### src/rtl/cmp_pkg.sv
// Shared types and elaboration helpers for the sequential magnitude comparator.
package cmp_pkg;

    typedef enum logic [1:0] {
        IDLE = 2'd0,
        RUN  = 2'd1,
        DONE = 2'd2
    } state_t;

    // CMP_EQ doubles as "no difference recorded yet" while the compare runs.
    typedef enum logic [1:0] {
        CMP_EQ = 2'd0,
        CMP_LT = 2'd1,
        CMP_GT = 2'd2
    } cmp_t;

    function automatic int num_digits(input int width, input int digit);
        return width / digit;
    endfunction

    function automatic bit width_ok(input int width, input int digit);
        return (digit > 0) && (width >= digit) && ((width % digit) == 0);
    endfunction

endpackage

### src/rtl/seq_magnitude_comparator_digit_compare.sv
// Combinational compare of one DIGIT-bit slice of each operand.
module digit_compare #(
    parameter int DIGIT = 4
) (
    input  logic [DIGIT-1:0] x,
    input  logic [DIGIT-1:0] y,
    output logic             lt,
    output logic             gt,
    output logic             eq
);

    assign lt = (x < y);
    assign gt = (x > y);
    assign eq = (x == y);

endmodule

### src/rtl/seq_magnitude_comparator.sv
// Digit-serial magnitude comparator: MSB digit first, optional early exit,
// unsigned or two's-complement operands, start/busy/done handshake.
module seq_magnitude_comparator
    import cmp_pkg::*;
#(
    parameter int WIDTH      = 16,
    parameter int DIGIT      = 4,
    parameter int EARLY_EXIT = 1
) (
    input  logic             clk,
    input  logic             reset,
    input  logic             start,
    input  logic [WIDTH-1:0] a,
    input  logic [WIDTH-1:0] b,
    input  logic             signed_mode,
    output logic             busy,
    output logic             done,
    output logic             less,
    output logic             greater,
    output logic             equal
);

    localparam int N    = num_digits(WIDTH, DIGIT);
    localparam int IDXW = (N > 1) ? $clog2(N) : 1;
    localparam logic [IDXW-1:0]  IDX_TOP   = IDXW'(N - 1);
    localparam logic [WIDTH-1:0] SIGN_MASK = WIDTH'(1) << (WIDTH - 1);

    if (!width_ok(WIDTH, DIGIT)) begin : g_width_check
        $error("seq_magnitude_comparator: WIDTH must be a non-zero multiple of DIGIT");
    end

    state_t           state;
    logic [WIDTH-1:0] a_q;
    logic [WIDTH-1:0] b_q;
    logic [IDXW-1:0]  idx;
    cmp_t             rec;

    logic [DIGIT-1:0] a_dig;
    logic [DIGIT-1:0] b_dig;
    logic             dig_lt;
    logic             dig_gt;
    logic             dig_eq;
    logic             first_diff;
    cmp_t             next_rec;

    assign busy = (state == RUN);
    assign done = (state == DONE);

    // Operands are stored in offset-binary when signed, so the sign flip
    // only ever shows up in the top digit and the digit compare stays unsigned.
    assign a_dig = a_q[idx*DIGIT +: DIGIT];
    assign b_dig = b_q[idx*DIGIT +: DIGIT];

    digit_compare #(.DIGIT(DIGIT)) u_digit_compare (
        .x  (a_dig),
        .y  (b_dig),
        .lt (dig_lt),
        .gt (dig_gt),
        .eq (dig_eq)
    );

    // Merge this step's digit result into the recorded result; the first difference wins.
    always_comb begin
        first_diff = 1'b0;
        next_rec   = rec;
        if ((rec == CMP_EQ) && !dig_eq) begin
            first_diff = 1'b1;
            next_rec   = dig_lt ? CMP_LT : (dig_gt ? CMP_GT : CMP_EQ);
        end
    end

    // Control FSM, digit index and result registers.
    always_ff @(posedge clk or posedge reset) begin
        if (reset) begin
            state   <= IDLE;
            a_q     <= '0;
            b_q     <= '0;
            idx     <= '0;
            rec     <= CMP_EQ;
            less    <= 1'b0;
            greater <= 1'b0;
            equal   <= 1'b0;
        end else begin
            case (state)
                IDLE, DONE: begin
                    if (start) begin
                        a_q     <= signed_mode ? (a ^ SIGN_MASK) : a;
                        b_q     <= signed_mode ? (b ^ SIGN_MASK) : b;
                        idx     <= IDX_TOP;
                        rec     <= CMP_EQ;
                        less    <= 1'b0;
                        greater <= 1'b0;
                        equal   <= 1'b0;
                        state   <= RUN;
                    end else begin
                        state <= IDLE;
                    end
                end
                RUN: begin
                    if ((EARLY_EXIT != 0) && first_diff) begin
                        less    <= (next_rec == CMP_LT);
                        greater <= (next_rec == CMP_GT);
                        state   <= DONE;
                    end else if (idx == '0) begin
                        less    <= (next_rec == CMP_LT);
                        greater <= (next_rec == CMP_GT);
                        equal   <= (next_rec == CMP_EQ);
                        state   <= DONE;
                    end else begin
                        idx <= idx - 1'b1;
                        rec <= next_rec;
                    end
                end
                default: state <= IDLE;
            endcase
        end
    end

endmodule

### config.mk
export PLATFORM = sky130hd
export DESIGN_NAME = seq_magnitude_comparator
export DESIGN_NICKNAME = d
export VERILOG_FILES = /design/src/rtl/cmp_pkg.sv /design/src/rtl/seq_magnitude_comparator_digit_compare.sv /design/src/rtl/seq_magnitude_comparator.sv
export SDC_FILE = /design/constraint.sdc
export NUM_CORES = 1
export LEC_CHECK = 0
export BUFFER_PORTS_ARGS = -buffer_cell sky130_fd_sc_hd__buf_2
export CORE_MARGIN = 5
export CORE_UTILIZATION = 31
export DETAILED_ROUTE_END_ITERATION = 8
export GPL_ROUTABILITY_DRIVEN = 0
export PLACE_DENSITY = 0.48
export SYNTH_ARGS = -nofsm -noshare
export SYNTH_HDL_FRONTEND = slang
export SYNTH_HIERARCHICAL = 1
export SYNTH_SLANG_ARGS = --single-unit
### constraint.sdc
create_clock -name clk -period 5 [get_ports clk]
set_input_delay 0.5 -clock clk [delete_from_list [all_inputs] [get_ports clk]]
set_output_delay 0.5 -clock clk [all_outputs]
set_load 0.1 [all_outputs]
==> flow_summary.json <==
{
  "rows": 29,
  "cts_buffers": 5,
  "antenna_found_initial": 0,
  "netlist_area_mm2": 0.00197,
  "drtAntennaViolNets": 0,
  "ctsRootBufferMaster": "clkbuf_8",
  "io_buffers": 40,
  "power_frac_seq": 0.403,
  "slew_viol_final": 0,
  "syn_to_final_growth_pct": 18.1,
  "dieWidth_um": 89.8,
  "slew_headroom": 0.645,
  "drc": 0,
  "p_int_w": 0.000720,
  "grt_pass1_wl_um": 7320,
  "comb_power_share": 0.421,
  "hold_buffers": 0,
  "finalHoldViolCount": 0,
  "multi_input_area_um2": 846,
  "outcome": "complete, no violations",
  "arrival_ns": 2.82,
  "boundaryPins": 41,
  "hpwl_um": 2960,
  "switchingPower_w": 0.000503,
  "die_height_um": 89.8,
  "ir_drop_uv": 168,
  "slowest_delay_ns": 0.67,
  "finalSetupViolCount": 0,
  "rsz0062_at_grt": "false",
  "period_needed_ns": 2.63,
  "fin_crit_sh": 0.526,
  "fillers": 655,
  "cts.clk_slew.worst_paths_ns": 0.08,
  "grt_max_degree": 42,
  "place_area_mm2": 0.00225,
  "power_frac_clock": 0.176,
  "grt_overflow": 0,
  "synth_area_leaders": "dfrtp_1 (52%), nand2_1 (18%), mux4_2 (9.1%), ha_1 (3.2%), inv_1 (2.9%)",
  "avgSynthCellArea_um2": 9.58,
  "yosys.area.top_type": "dfrtp_1",
  "slowest_stage": "dfrtp_1",
  "start_util": 0.314,
  "synth_nets": 247,
  "hp-class": "input port to asynchronous set/reset pin",
  "cts_max_path_buffers": 2,
  "htreeDepth": 2,
  "cts_tree": "done",
  "p_per_area_mw_per_mm2": 525,
  "grt_pass1_vias": 1532,
  "cap_violations": 0,
  "crit_chain": "mux4_2, ha_1, nand2_1, nor2_1, or3_4, a31o_1, a41o_1",
  "die-area_mm2": 0.00806,
  "vias_per_cell": 4.44,
  "ys_types": 30,
  "grt_usage": 0.111,
  "clk_latency_ns": 0.30,
  "tightest_slew_ns": 0.532,
  "core_area_mm2": 0.00628,
  "fin_nets": 287,
  "avgRoutedWirePerCell_um": 12.9,
  "post-cts-setup-buffers": 0,
  "layout_common_cells": "nand2_1 (94), dfrtp_1 (41), buf_2 (40)",
  "critPathKind": "flop to flop",
  "whs_ns": 0.320,
  "cts.sinks": 41,
  "cp-start-kind": "flop",
  "vias": 1437,
  "timing.fmax_mhz": 380,
  "routed_wl_um": 4180,
  "dr.pass1.iters": 4,
  "yosysTopAreaCellShare": 0.520,
  "skew_ns": 0.0113,
  "stdcell_area_mm2": 0.00233,
  "synthCells": 206,
  "drive_above_1_share": 0.259,
  "drtIter0Drc": 48,
  "path_max_fanout": 9,
  "synth_warnings": 6,
  "regArea_mm2": 0.00103,
  "cts-resized-gates": 0,
  "n_antenna_cell": 0,
  "ys_seq_elements": 41,
  "power_switching_share": 0.411,
  "layout.cells.most_common": "nand2_1",
  "seq_area_frac_synth": 0.520,
  "tns_ns": 0,
  "end_kind": "flop",
  "power_leakage_nw": 1.25,
  "required_ns": 5.19
}
worst paths after layout:
kind / start / slack [ns] / endpoint / depth (start not counted)
worst max-delay path: idx[0] / 2.37 / equal / 7
worst min-delay path: reset / 0.32 / idx[0] / 3
worst max register to register: idx[0] / 2.37 / equal / 7
worst min register to register: b_q[10] / 0.48 / b_q[10] / 2
max in group asynchronous: reset / 4.31 / b_q[0] / 3
min in group clk: a[12] / 0.39 / a_q[12] / 3
metrics by stage:
| stage | setup WS [ns] | cells | util | total power, W |
|---|---|---|---|---|
| after floorplan | 2.63 | 206 | - | 0.000915 |
| after global placement | 2.45 | 316 | 0.358 | 0.00102 |
| after detailed placement | 2.34 | 316 | 0.358 | 0.00102 |
| after CTS | 2.32 | 324 | 0.371 | 0.00124 |
| after global routing | 2.17 | 324 | 0.371 | 0.00132 |
| final | 2.37 | 324 | 0.371 | 0.00122 |
critical path: cells and delay by family (launching register included):
| family | cells | cell delay [ns] |
|---|---|---|
| multiplexers | 1 | 0.59 |
| AND/OR/NAND/NOR | 3 | 0.54 |
| flip-flops | 1 | 0.67 |
| AO/OA/AOI/OAI | 2 | 0.42 |
| adder cells (fa/ha/maj) | 1 | 0.30 |
Yosys cell counts:
| library cell | n |
|---|---|
| buf_2 | 5 |
| o32ai_1 | 2 |
| nand2_1 | 94 |
| xnor2_1 | 2 |
| a21oi_2 | 1 |
| and2_1 | 2 |
| or3_4 | 1 |
| a22oi_1 | 1 |
| a311oi_1 | 1 |
| nor3_1 | 2 |
| a21oi_1 | 4 |
| buf_4 | 1 |
| nor2_1 | 1 |
| mux2i_1 | 1 |
| nor2b_4 | 1 |
| a31oi_1 | 1 |
| o21ai_0 | 3 |
| a211oi_1 | 1 |
| nand2b_1 | 2 |
| nor3b_1 | 1 |
| o21bai_4 | 1 |
| mux4_2 | 8 |
| a41o_1 | 1 |
| and2_2 | 1 |
| dfrtp_1 | 41 |
| ha_1 | 5 |
| inv_1 | 15 |
| a31o_1 | 1 |
| nor2b_1 | 2 |
| clkbuf_1 | 4 |
power by group through the flow:
stage | Combinational, W | Clock [W] | Sequential [W]
global route | 0.000577 | 0.000234 | 0.000508
detailed placement | 0.000523 | 0 | 0.000499
finish | 0.000515 | 0.000216 | 0.000492
global placement | 0.000519 | 0 | 0.000505
CTS | 0.000526 | 0.000223 | 0.000495
floorplan | 0.000362 | 0 | 0.000553
flip-flops by register name (all words and copies together), names as in the netlist:
register / flops
a_q: 16
b_q: 16
equal: 1
greater: 1
idx: 2
less: 1
rec: 2
state: 2
cell families after synthesis:
family | after synthesis | synth area share
muxes | 9 | 0.0964
AOI/OAI and AO/OA | 17 | 0.0653
DFF | 41 | 0.520
buffers and inverters | 25 | 0.0526
adders and majority gates | 5 | 0.0317
and+or+nand+nor | 107 | 0.225
xor gates and xnor gates | 2 | 0.00888
final cells by class:
cell class | instances | area share
multi-input cells | 140 | 0.363
well taps | 77 | 0.0414
repair buffers | 43 | 0.0956
clock inverters | 2 | 0.00430
inverters | 15 | 0.0242
clock buffers | 6 | 0.0311
flip-flops and latches | 41 | 0.440
per-layer routing:
metal,vias to the layer above,share of wire,GRT usage
li1,738,-,-
met1,664,0.51,0.156
met2,27,0.43,0.163
met3,8,0.042,0.0359
met4,0,0.016,0.0340
met5,-,0,0
No activity file was read; power rests on OpenSTA's default activity.
